File: src/rtl/fp_divider.sv
// fp_divider: sequential IEEE-754 single-precision divider, Result = A / B.
// Restoring division produces one quotient bit per cycle. Subnormal inputs are
// flushed to signed zero, and no subnormal results are produced.
// Build macro FP_DIV_RNE_EN selects round-to-nearest-even. When it is not
// defined, the quotient is truncated (round toward zero).
//
// state   | meaning
// IDLE    | waiting for load; operands are latched on accept
// UNPACK  | classify operands, set up divider and tentative exponent
// SPECIAL | register NaN/inf/zero result (2-cycle path)
// DIV     | one restoring iteration per cycle, 26 in total
// ROUND   | normalise, round, range-check, register result
module fp_divider #(
  parameter int N     = 32,
  parameter int EXP_W = 8,
  parameter int MAN_W = 23,
  parameter int BIAS  = 127
) (
  input  logic         clk,
  input  logic         rst_n,
  input  logic         load,
  input  logic [N-1:0] A,
  input  logic [N-1:0] B,
  output logic [N-1:0] Result,
  output logic         valid,
  output logic         busy,
  output logic         div_by_zero
);

  localparam int MW = MAN_W + 1;  // significand including the hidden one
  localparam int QW = MAN_W + 3;  // quotient: integer bit, 23 fraction, guard, extra
  localparam int EW = EXP_W + 2;  // signed exponent with overflow/underflow headroom
  localparam int CW = 5;

  localparam logic [CW-1:0]        ITER_LAST = CW'(QW - 1);
  localparam logic [EXP_W-1:0]     EXP_ONES  = '1;
  localparam logic signed [EW-1:0] E_MAX     = EW'((1 << EXP_W) - 1);
  localparam logic signed [EW-1:0] E_ZERO    = '0;
  localparam logic signed [EW-1:0] E_ONE     = EW'(1);
  localparam logic signed [EW-1:0] E_BIAS    = EW'(BIAS);
  localparam logic [N-1:0]         QNAN      = {1'b0, EXP_ONES, 1'b1, {(MAN_W-1){1'b0}}};

  typedef enum logic [2:0] {
    S_IDLE,
    S_UNPACK,
    S_SPECIAL,
    S_DIV,
    S_ROUND
  } state_t;

  state_t state_q, state_d;

  logic [N-1:0]         a_q, a_d;
  logic [N-1:0]         b_q, b_d;
  logic                 sign_q, sign_d;
  logic signed [EW-1:0] exp_q, exp_d;
  logic [MW-1:0]        div_q, div_d;
  logic [QW-1:0]        rem_q, rem_d;
  logic [QW-1:0]        quo_q, quo_d;
  logic [CW-1:0]        cnt_q, cnt_d;
  logic [N-1:0]         result_q, result_d;
  logic                 dbz_q, dbz_d;
  logic                 valid_q, valid_d;
  logic                 busy_q, busy_d;

  // Operand fields, taken from the latched copies so A/B may change while busy
  logic             sa, sb;
  logic [EXP_W-1:0] ea, eb;
  logic [MAN_W-1:0] fa, fb;
  logic             a_zero, b_zero, a_inf, b_inf, a_nan, b_nan;

  assign sa     = a_q[N-1];
  assign sb     = b_q[N-1];
  assign ea     = a_q[N-2 -: EXP_W];
  assign eb     = b_q[N-2 -: EXP_W];
  assign fa     = a_q[MAN_W-1:0];
  assign fb     = b_q[MAN_W-1:0];
  assign a_zero = (ea == '0);
  assign b_zero = (eb == '0);
  assign a_inf  = (ea == EXP_ONES) && (fa == '0);
  assign b_inf  = (eb == EXP_ONES) && (fb == '0);
  assign a_nan  = (ea == EXP_ONES) && (fa != '0);
  assign b_nan  = (eb == EXP_ONES) && (fb != '0);

  logic         spec_sign;
  logic [N-1:0] spec_res;
  logic         spec_dbz;
  logic         is_special;

  // Special-case classification in priority order
  always_comb begin
    spec_sign  = sa ^ sb;
    spec_res   = '0;
    spec_dbz   = 1'b0;
    is_special = 1'b1;
    if (a_nan || b_nan || (a_zero && b_zero) || (a_inf && b_inf)) begin
      spec_res = QNAN;
    end else if (a_inf) begin
      spec_res = {spec_sign, EXP_ONES, {MAN_W{1'b0}}};
    end else if (b_inf || a_zero) begin
      spec_res = {spec_sign, {(N-1){1'b0}}};
    end else if (b_zero) begin
      spec_res = {spec_sign, EXP_ONES, {MAN_W{1'b0}}};
      spec_dbz = 1'b1;
    end else begin
      is_special = 1'b0;
    end
  end

  logic [QW-1:0] div_ext;
  logic [QW-1:0] rem_next;
  logic          q_bit;

  // One restoring step: subtract the divisor when it fits
  always_comb begin
    div_ext  = {2'b00, div_q};
    q_bit    = (rem_q >= div_ext);
    rem_next = q_bit ? (rem_q - div_ext) : rem_q;
  end

  logic signed [EW-1:0] e_r;
  logic [MW-1:0]        mant_r;
  logic                 guard, sticky;
  logic [N-1:0]         rnd_res;
  logic                 rnd_unused;
`ifdef FP_DIV_RNE_EN
  logic [MW:0]          mant_inc;
`endif

  // Normalise the quotient, round, then clamp to inf or zero
  always_comb begin
    e_r    = exp_q;
    mant_r = '0;
    guard  = 1'b0;
    sticky = 1'b0;
    if (quo_q[QW-1]) begin
      mant_r = quo_q[QW-1:2];
      guard  = quo_q[1];
      sticky = quo_q[0] | (|rem_q);
    end else begin
      mant_r = quo_q[QW-2:1];
      guard  = quo_q[0];
      sticky = |rem_q;
      e_r    = exp_q - E_ONE;
    end
`ifdef FP_DIV_RNE_EN
    mant_inc = {1'b0, mant_r} + {{MW{1'b0}}, guard & (sticky | mant_r[0])};
    if (mant_inc[MW]) begin
      mant_r = {1'b1, {MAN_W{1'b0}}};
      e_r    = e_r + E_ONE;
    end else begin
      mant_r = mant_inc[MW-1:0];
    end
`endif
    // Hidden bit is implied in the packed result; guard/sticky are dead under truncation
    rnd_unused = ^{guard, sticky, mant_r[MW-1]};
    if (e_r >= E_MAX) begin
      rnd_res = {sign_q, EXP_ONES, {MAN_W{1'b0}}};
    end else if (e_r <= E_ZERO) begin
      rnd_res = {sign_q, {(N-1){1'b0}}};
    end else begin
      rnd_res = {sign_q, e_r[EXP_W-1:0], mant_r[MAN_W-1:0]};
    end
  end

  // State register
  always_ff @(posedge clk or negedge rst_n) begin
    if (!rst_n) begin
      state_q <= S_IDLE;
    end else begin
      state_q <= state_d;
    end
  end

  // Next-state logic
  always_comb begin
    state_d = state_q;
    case (state_q)
      S_IDLE:    if (load) state_d = S_UNPACK;
      S_UNPACK:  state_d = is_special ? S_SPECIAL : S_DIV;
      S_SPECIAL: state_d = S_IDLE;
      S_DIV:     if (cnt_q == '0) state_d = S_ROUND;
      S_ROUND:   state_d = S_IDLE;
      default:   state_d = S_IDLE;
    endcase
  end

  // Datapath and output register updates per state
  always_comb begin
    a_d      = a_q;
    b_d      = b_q;
    sign_d   = sign_q;
    exp_d    = exp_q;
    div_d    = div_q;
    rem_d    = rem_q;
    quo_d    = quo_q;
    cnt_d    = cnt_q;
    result_d = result_q;
    dbz_d    = dbz_q;
    valid_d  = 1'b0;
    busy_d   = busy_q;
    case (state_q)
      S_IDLE: begin
        if (load) begin
          a_d    = A;
          b_d    = B;
          busy_d = 1'b1;
        end
      end
      S_UNPACK: begin
        sign_d = sa ^ sb;
        exp_d  = $signed({2'b00, ea}) - $signed({2'b00, eb}) + E_BIAS;
        div_d  = {1'b1, fb};
        rem_d  = {2'b00, 1'b1, fa};
        quo_d  = '0;
        cnt_d  = ITER_LAST;
      end
      S_SPECIAL: begin
        result_d = spec_res;
        dbz_d    = spec_dbz;
        valid_d  = 1'b1;
        busy_d   = 1'b0;
      end
      S_DIV: begin
        rem_d = rem_next << 1;
        quo_d = {quo_q[QW-2:0], q_bit};
        cnt_d = cnt_q - 1'b1;
      end
      S_ROUND: begin
        result_d = rnd_res;
        dbz_d    = 1'b0;
        valid_d  = 1'b1;
        busy_d   = 1'b0;
      end
      default: begin
        busy_d = 1'b0;
      end
    endcase
  end

  // Datapath and output registers
  always_ff @(posedge clk or negedge rst_n) begin
    if (!rst_n) begin
      a_q      <= '0;
      b_q      <= '0;
      sign_q   <= 1'b0;
      exp_q    <= '0;
      div_q    <= '0;
      rem_q    <= '0;
      quo_q    <= '0;
      cnt_q    <= '0;
      result_q <= '0;
      dbz_q    <= 1'b0;
      valid_q  <= 1'b0;
      busy_q   <= 1'b0;
    end else begin
      a_q      <= a_d;
      b_q      <= b_d;
      sign_q   <= sign_d;
      exp_q    <= exp_d;
      div_q    <= div_d;
      rem_q    <= rem_d;
      quo_q    <= quo_d;
      cnt_q    <= cnt_d;
      result_q <= result_d;
      dbz_q    <= dbz_d;
      valid_q  <= valid_d;
      busy_q   <= busy_d;
    end
  end

  assign Result      = result_q;
  assign valid       = valid_q;
  assign busy        = busy_q;
  assign div_by_zero = dbz_q;

endmodule
File: config.mk
export PLATFORM = sky130hd
export DESIGN_NAME = fp_divider
export DESIGN_NICKNAME = d
export VERILOG_FILES = /design/src/rtl/fp_divider.sv
export SDC_FILE = /design/constraint.sdc
export NUM_CORES = 1
export LEC_CHECK = 0
export CORE_MARGIN = 1.5
export CORE_UTILIZATION = 30
export CTS_CLUSTER_SIZE = 8
export DETAILED_ROUTE_END_ITERATION = 10
export PLACE_DENSITY = 0.43
export REMOVE_ABC_BUFFERS = 1
export SYNTH_ARGS = -nofsm -noshare
export SYNTH_HDL_FRONTEND = slang
export SYNTH_SLANG_ARGS = --single-unit
File: constraint.sdc
create_clock -name clk -period 4.9 [get_ports clk]
set_clock_uncertainty 0.05 [all_clocks]
set_input_delay 0.98 -clock clk [delete_from_list [all_inputs] [get_ports clk]]
set_output_delay 0.98 -clock clk [all_outputs]
set_load 0.1 [all_outputs]
# Word level (Yosys, flattened, before mapping)
# Index checks and enable logic that the tools add are counted.
[totals]
regBits = 194
input_bits = 67
output_inout_bits = 35
[op_classes]
n_addsub = 5
order_cmp = 3
n_eq_ne = 8
mux = 28
bitwise = 2
n_reduce_logical = 25
[op_table]
columns = ["cell", "n"]
rows = [
  ["two-way mux 32 bit", 4],
  ["one-hot mux 26 bit (2 select lines)", 2],
  ["one-hot mux 32 bit (2 select lines)", 1],
  ["two-way mux 31 bit", 2],
  ["zero test 23 bit", 2],
  ["nonzero test 23 bit", 2],
  [">= comparator 26 x 24 -> 1 bit", 1],
  ["two-way mux 25 bit", 1],
  ["subtractor 25 x 24 -> 25 bit", 1],
  ["two-way mux 23 bit", 1],
  ["equality test 8 bit (second input constant)", 2],
  ["zero test 8 bit", 2],
  ["adder 9 x 8 -> 10 bit (second input constant)", 1],
  [">= comparator 10 x 9 -> 1 bit (second input constant)", 1],
  ["less-or-equal comparator 10 x 1 -> 1 bit (second input constant)", 1],
  ["two-way mux 1 bit", 10],
  ["two-way mux 10 bit", 1],
  ["one-hot mux 5 bit (2 select lines)", 1],
  ["subtractor 10 x 2 -> 10 bit (second input constant)", 1],
  ["one-hot mux 3 bit (3 select lines)", 1],
  ["subtractor 8 x 8 -> 9 bit", 1],
  ["equality test 3 x 2 -> 1 bit (second input constant)", 2],
  ["logical AND 1 bit", 6],
  ["two-way mux 3 bit", 2],
  ["other kinds (13)", 22],
]

# Depth between registers and ports, before layout
# Gate-level depths: netlist of run 1.
[depth]
ltp_word = 8
depth_mapped = 13
depth_no_buf = 13

# Worst setup path before layout of run 1
# No wires, ideal clock.
[synth_timing]
path_type = "flip-flop to flip-flop"
start = "register div_q[0]"
end = "register rem_q[8]"
setup_time_ps = 64
arrival_time_ps = 3086
t_required_ps = 4786
slack_ps = 1699
stages_incl_launch_ff = 12
n_path_buf = 0
synth_period_minus_slack_ps = 3201
path_cell_list = "dfrtp_1 -> ha_1 -> fa_1 -> and2b_1 -> o31ai_1 -> o2111a_1 -> or3_4 -> a41o_4 -> o21a_4 -> or4_1 -> a31oi_1 -> a21o_1"
[synth_via]
elab_chain_cells = 3
word_cells_on_any_way = 4
[synth_lines]
columns = ["element", "line_no", "source"]
rows = [
  ["start: declaration", "57", "logic [MW-1:0] div_q, div_d;"],
  ["start signal: assignment", "261", "div_q <= div_d;"],
  ["subtractor 25 x 24 -> 25 bit or >= comparator 26 x 24 -> 1 bit (tied branches)", "118, 117", ""],
  ["two-way mux 25 bit (*)", "118", "rem_next = q_bit ? (rem_q - div_ext) : rem_q;"],
  ["one-hot mux 26 bit (2 select lines) (*)", "202", "case (state_q)"],
  ["end signal: assignment", "262", "rem_q <= rem_d;"],
  ["end: declaration", "58", "logic [QW-1:0] rem_q, rem_d;"],
]
# Every way passes the cells marked *; elsewhere a longest branch is shown, timed or not.
# A chain may end at the register's enable or synchronous reset.

# Worst setup path in the final report of run 1
# Same ends and word-level chain as after synthesis.

==> summary.md, run 1 <==
| Metric | Value |
|---|---|
| Power Density | 734 nW/um^2 |
| Post_cts resized | 0 |
| Final Setup Violations | 0 |
| R2R depth | 11 |
| Reg clk slew, reported paths | 0.08 ns |
| Clock Latency Late Sink | about 0.45 ns |
| Die Width | 188 um |
| FF-to-FF End | rem_q[8]$_DFFE_PN0P_ |
| Synth Register Bits | around 190 |
| Leakage | between 5 and 6 nW |
| Drt pass-1 iters | 5 |
| Outcome | finished, final reports clean |
| IO Count | 102 |
| Crit path launch | div_q[0]$_DFFE_PN0N_ |
| Fin crit period | around 3.6 ns |
| Cell variety after synth | 62 |
| Rel. slew slack | about 34% |
| Avg Cell Area, Syn | ~9.5 sq um |
| Via density | 4.83 |
| Post-synth ARST share | between 90% and 100% |
| Post-detailed-routing wire length | roughly 26000 um |
| Sequential area share after synthesis | 47.5% |
| CTS tree | built |
| WL met1 | 12700 um |
| Cell area after synthesis | between 10000 and 15000 sq um |
| Post-Syn Instances | 1073 |
| WL/cell | around 16 um |
| Worst setup margin | 1.34 ns |
| Worst VDD drop | ~0.45 mV |
| Pins Over Slew Limit | 0 |
| ANT cells | 0 |
| Maxcap violations | 0 |
| Global-route wire length before repair | 42900 um |
| Hold/Removal Path Class | reg -> reg |
| Post-CTS Setup Inserts | 0 |
| Worst R2R Start | div_q[0]$_DFFE_PN0N_ |
| EDFF count, synth | 0 |
| CTS H-Tree Depth | 4 |
| Setup crit end | rem_q[8]$_DFFE_PN0P_ |
| CTS Root Cell | clkbuf_16 |
| YS warnings | 0 |
| Final worst path period share | 72.6% |
| Critical path peak fanout | 23 |
| CP startpoint kind | register |
| Met3 WL | 739 um |
| Share of cells above drive strength 1 | 9.93% |
| Nets@finish | 1260 |
| Highest metal used | met4 |
| Initial antenna violation count | 0 |
| Sum Neg Setup Slack | 0 ns |
| Most common cell after layout, fill and taps aside | dfrtp_1 |
| Core region area | 33500 sq um |
| Longest Clk Path Bufs | 2 |
| Total power | 9.00 mW |
| Die H | 188 um |
| Largest net degree at the start of global routing | 106 |
| Critical path's largest stage delay | about 0.54 ns |
| Dpl hpwl | approximately 18000 um |
| Crit path DAT | 3.89 ns |
| Clk sink count | between 150 and 200 |
| Setup WS pre-CTS | 1.36 ns |
| CP max-delay cell | or4_1 |
| Rows | 67 |
| Syn-to-layout area delta | 20.1% |
| Slew @ Worst Pin | 0.983 ns |
| Setup crit end kind | register |
| Inserted Clock Buffers | 17 |
| Top FF cell, synth | dfrtp_1 |
| Unrepaired setup endpoints after global routing | false |
| Initial core utilization | slightly above 30% |
| Die Area | 35200 sq um |
| DRC Markers | 0 |
| IO buf count | 101 |
| Flop2flop setup slack | 1.34 ns |
| Final Hold Fails | 0 |
| Max Freq | 281 MHz |
| Remaining global-route overflow | 0 |
| Most frequent cells in the layout | 193 x dfrtp_1, 180 x nand2_1, 141 x o21ai_0, 100 x clkdlybuf4s50_1, 57 x mux2_2 |
| Met2 wire len | 12000 um |
| Fill count | roughly 3500 |
| GP Congestion | between 0.7 and 0.8 |
| Kind of critical path | reg -> reg |
| Post-CTS Hold Fix Bufs | 0 |
| Initial DRC count | between 400 and 500 |
| CP Data Required Time | 5.23 ns |
| CP cell instances | ha_1 -> fa_1 -> and2b_1 -> o31ai_1 -> o2111a_1 -> or3_4 -> a41o_4 -> o21a_4 -> or4_1 -> a31oi_1 -> a21o_1 |
| Remaining antenna violation count | 0 |
| Total track usage | 15.2% |
| Total number of vias | 7798 |
| Number of global-route vias before repair | ~8000 |
## Yosys cell counts, types with 16 or more instances
library cell	number	area (sq um)
o21ai_0	142	711
xnor2_1	19	166
mux2_2	57	642
dfrtp_1	194	4850
a21o_1	24	180
inv_1	55	206
ha_1	36	450
a31oi_1	16	100
clkbuf_1	41	154
mux2i_1	30	300
nor2_1	44	165
nor4_1	19	119
nand2_1	180	676
a21oi_1	43	215
## worst min-delay path by stage
stage / from / cells after the start / end
2_1_floorplan: div_q[23]$_DFFE_PN0N_ / 2 / div_q[23]$_DFFE_PN0N_
3_3_place_gp: div_q[23]$_DFFE_PN0N_ / 2 / div_q[23]$_DFFE_PN0N_
3_5_place_dp: div_q[23]$_DFFE_PN0N_ / 2 / div_q[23]$_DFFE_PN0N_
4_1_cts: div_q[23]$_DFFE_PN0N_ / 2 / div_q[23]$_DFFE_PN0N_
5_1_grt: div_q[23]$_DFFE_PN0N_ / 2 / div_q[23]$_DFFE_PN0N_
6_report: div_q[23]$_DFFE_PN0N_ / 2 / div_q[23]$_DFFE_PN0N_
## worst max-delay path: cells and delay by family, from the launching register on
kind	cells	cell delay, ns
simple gates	3	1.19
compound gates	6	1.24
fa+ha+maj	2	0.62
flops	1	0.39
## stage by stage
step	hold slack [ns]	cells	util (%)	cell area, sq um
global route	0.455	1616	36.6	12300
detailed placement	0.390	1584	34.9	11700
CTS	0.409	1616	36.6	12300
floorplan	0.368	1023	-	10000
global placement	0.385	1584	34.9	11700
finish	0.403	1616	36.6	12300
## power breakdown
| group | internal, mW | leakage (nW) | switching [mW] |
|---|---|---|---|
| clock network | 0.695 | 0.279 | 0.684 |
| registers | 2.20 | 2.44 | 0.485 |
| logic | 2.02 | 2.42 | 2.91 |
| total | 4.92 | 5.14 | 4.08 |
## kinds of logic after synthesis
kind of cell / share of synthesized area (%)
xor gates and xnor gates: 2.83
DFF: 47.5
and+or+nand+nor: 14.3
buffers and inverters: 4.01
muxes: 9.22
adders and majority gates: 4.80
AOI/OAI and AO/OA: 17.3
## registers in the layout, indices dropped and copies added, names as in the netlist
name and flops:
rem_q 26, valid 1, a_q 32, quo_q 26
state_q 3, cnt_q 5, div_by_zero 1, div_q 24
exp_q 10, b_q 32, sign_q 1, busy 1
Result 32
## layer usage
layer | vias to the layer above | global-route usage [%]
li1 | 3943 | -
met1 | 3740 | 20.2
met2 | 97 | 25.4
met3 | 18 | 2.86
met4 | 0 | 4.12
met5 | - | 0
## final cells by class
class / instances / area (sq um) / area share (%)
clock buffers: 19 / 453 / 3.69
clock inverters: 13 / 114 / 0.928
inverters: 55 / 206 / 1.68
multi-input cells: 774 / 4960 / 40.4
flip-flops and latches: 194 / 4860 / 39.6
well taps: 448 / 561 / 4.57
repair buffers: 113 / 1120 / 9.11
Note: power is estimated with default switching activity, not from simulation.
==> inputs of run 2 (changes only) <==
--- a/config.mk
+++ b/config.mk
@@ -9,7 +9,7 @@
 export CORE_UTILIZATION = 30
 export CTS_CLUSTER_SIZE = 8
 export DETAILED_ROUTE_END_ITERATION = 10
-export PLACE_DENSITY = 0.43
+export PLACE_DENSITY = 0.45
 export REMOVE_ABC_BUFFERS = 1
 export SYNTH_ARGS = -nofsm -noshare
 export SYNTH_HDL_FRONTEND = slang
==> constraint.sdc (replaced) <==
create_clock -name clk -period 2.96 [get_ports clk]
set_clock_uncertainty 0.05 [all_clocks]
set_input_delay 0.592 -clock clk [delete_from_list [all_inputs] [get_ports clk]]
set_output_delay 0.592 -clock clk [all_outputs]
set_load 0.1 [all_outputs]
==> run 2 against run 1 <==
Net effect: the flow now finishes with violations (negative setup slack); combinational power rose by 100%; critical path depth rose by 1; design area rose by 7.6%; clock power rose by 74%; global-route usage rose by 0.77 points; largest cell class unchanged.
==> summary.md, run 2 (synthesis results as in run 1) <==
| Metric | Value |
|---|---|
| Initial core utilization | 30.5% (unchanged) |
| Setup WS pre-CTS | -0.354 ns (was 1.36 ns) |
| Clk sink count | 194 (unchanged) |
| Sum Neg Setup Slack | -2.42 ns (was 0 ns) |
| Unrepaired setup endpoints after global routing | true (was false) |
| Fin crit period | 3.24 ns (was 3.56 ns) |
| Pins Over Slew Limit | 0 (unchanged) |
| Most common cell after layout, fill and taps aside | dfrtp_1 (unchanged) |
| Seq pwr share | 26.3% (was 29.9%) |
| Total track usage | 16.0% (was 15.2%) |
| Nets@finish | 1334 (was 1260) |
| Rel. slew slack | 55.9% (was 34.3%) |
| Comb power frac | 59.6% (was 54.8%) |
| Final Setup Violations | 24 (was 0) |
| Flop2flop setup slack | -0.28 ns (was 1.34 ns) |
| Initial antenna violation count | 0 (unchanged) |
| Remaining antenna violation count | 0 (unchanged) |
| Die H | 188 um (unchanged) |
| Die Width | 188 um (unchanged) |
| CP startpoint kind | register (unchanged) |
| Rows | 67 (unchanged) |
| Placed instance area | 12100 sq um (was 11700 sq um) |
| IO buf count | 101 (unchanged) |
| Leakage | 5.68 nW (was 5.14 nW) |
| Die Area | 35200 sq um (unchanged) |
| FF-to-FF End | rem_q[8]$_DFFE_PN0P_ (unchanged) |
| Number of global-route vias before repair | 8309 (was 8010) |
| Worst VDD drop | 0.557 mV (was 0.445 mV) |
| Syn-to-layout area delta | 29.2% (was 20.1%) |
| Fill count | 3434 (was 3471) |
| Dpl cells | 1647 (was 1584) |
| Power Density | 1290 nW/um^2 (was 734 nW/um^2) |
| Outcome | complete, but fails checks (was finished, final reports clean) |
| DRC Markers | 0 (unchanged) |
| CTS tree | built (unchanged) |
| R2R depth | 12 (was 11) |
| Dpl hpwl | 19300 um (was 18200 um) |
| CTS H-Tree Depth | 4 (unchanged) |
| Maxcap violations | 0 (unchanged) |
| Reg clk slew, reported paths | 0.08 ns (about the same) |
| Via density | 4.85 (was 4.83) |
| Share of the core filled with cells | 39.4% (was 36.6%) |
| Crit path launch | rem_q[0]$_DFFE_PN0P_ (was div_q[0]$_DFFE_PN0N_) |
| Kind of critical path | reg -> reg (unchanged) |
| Remaining global-route overflow | 0 (unchanged) |
| Hold/Removal Path Class | in -> async (was reg -> reg) |
| GP Congestion | 0.811 (was 0.777) |
| Clk network pwr share | 14.1% (was 15.3%) |
| Psw | 7.58 mW (was 4.08 mW) |
| Post-CTS Hold Fix Bufs | 0 (unchanged) |
| Post-detailed-routing wire length | 27400 um (was 25800 um) |
| Most frequent cells in the layout | 193 x dfrtp_1, 169 x nand2_1, 114 x o21ai_0, 108 x buf_4, 65 x clkdlybuf4s50_1 (was 193 x dfrtp_1, 180 x nand2_1, 141 x o21ai_0, 100 x clkdlybuf4s50_1, 57 x mux2_2) |
| Drt pass-1 iters | 4 (was 5) |
| Sw Ratio | 44.6% (was 45.3%) |
| Final worst path period share | 109% (was 72.6%) |
| Setup crit end kind | register (unchanged) |
| Global-route wire length before repair | 45000 um (was 42900 um) |
| ANT cells | 0 (unchanged) |
| Crit path DAT | 3.57 ns (was 3.89 ns) |
| Clock Latency Late Sink | 0.45 ns (about the same) |
| Longest Clk Path Bufs | 2 (unchanged) |
| Failing checks | negative setup slack |
| Worst setup margin | -0.275 ns (was 1.34 ns) |
| CP Data Required Time | 3.30 ns (was 5.23 ns) |
| Largest net degree at the start of global routing | 74 (was 106) |
| Worst R2R Start | rem_q[0]$_DFFE_PN0P_ (was div_q[0]$_DFFE_PN0N_) |
| Critical path peak fanout | 3 (was 23) |
| Initial DRC count | 332 (was 440) |
| Total power | 17.0 mW (was 9.00 mW) |
| Share of cells above drive strength 1 | 23.3% (was 9.93%) |
| Final Hold Fails | 0 (unchanged) |
| Setup crit end | rem_q[8]$_DFFE_PN0P_ (unchanged) |
| WL/cell | 16.2 um (was 16.0 um) |
| Inserted Clock Buffers | 17 (unchanged) |
| Fin area | 13200 sq um (was 12300 sq um) |
| Core region area | 33500 sq um (unchanged) |
| CTS Root Cell | clkbuf_16 (unchanged) |
| IO Count | 102 (unchanged) |
| Non-Filler Instances | 1690 (was 1616) |
| Max Freq | 309 MHz (was 281 MHz) |
| Fin Hold WS | 0.0752 ns (was 0.403 ns) |
| Internal | 9.41 mW (was 4.92 mW) |
| Slew @ Worst Pin | 0.652 ns (was 0.983 ns) |
| Total number of vias | 8193 (was 7798) |
## run 2: how the worst min path moves through the flow
stage | slack, ns | end | depth (start not counted) | from
CTS | 0.09 | Result[23]$_DFFE_PN0P_ | 1 | rst_n
global placement | 0.39 | div_q[23]$_DFFE_PN0N_ | 2 | div_q[23]$_DFFE_PN0N_
global route | 0.11 | exp_q[4]$_DFFE_PN0N_ | 1 | rst_n
detailed placement | 0.39 | div_q[23]$_DFFE_PN0N_ | 2 | div_q[23]$_DFFE_PN0N_
floorplan | 0.25 | Result[0]$_DFFE_PN0P_ | 0 | rst_n
finish | 0.08 | Result[23]$_DFFE_PN0P_ | 1 | rst_n
## run 2: worst max-delay path: stages (launching register included)
cell	delay (ns)
dfrtp_1	0.37
inv_2	0.06
ha_4	0.16
fa_2	0.33
and2b_2	0.26
o31ai_4	0.07
o2111a_1	0.26
or3_4	0.34
a41o_4	0.23
o21a_4	0.21
or4_4	0.54
a31oi_4	0.19
a21o_1	0.10
## run 2: power by group through the flow
stage / registers, mW / logic, mW / clock network, mW
floorplan: 4.71 / 5.81 / 0
global placement: 4.49 / 9.10 / 0
detailed placement: 4.50 / 9.15 / 0
CTS: 4.46 / 9.75 / 2.48
global route: 4.61 / 11.3 / 2.58
finish: 4.46 / 10.1 / 2.40
## run 2: final cells by class
| class | count | area [sq um] | share of cell area (%) |
|---|---|---|---|
| flip-flops and latches | 194 | 4860 | 36.8 |
| clock inverters | 14 | 165 | 1.25 |
| repair buffers | 187 | 1680 | 12.8 |
| multi-input cells | 774 | 5300 | 40.1 |
| inverters | 55 | 206 | 1.56 |
| clock buffers | 18 | 429 | 3.25 |
| well taps | 448 | 561 | 4.25 |
## run 2: timing repair
| action | in CTS | in global routing |
|---|---|---|
| endpoints found under the setup margin | 28 | 53 |
| hold endpoints to repair | 0 | 0 |
| cloned | 1 | 2 |
| gates resized for setup | 41 | 76 |
| pin swaps | 26 | 26 |
| setup buffers | 4 | 4 |
## run 2: routing by layer
metal  wire length [um]  vias to the layer above  share of wire, %  global-route usage, %
met3                687                       15               2.5                   2.32
met1              13200                     3972                48                   21.7
met2              13300                      119                48                   26.9
li1                   -                     4087                 -                      -
met4                264                        0              0.96                   3.75
met5                  0                        -                 0                      0
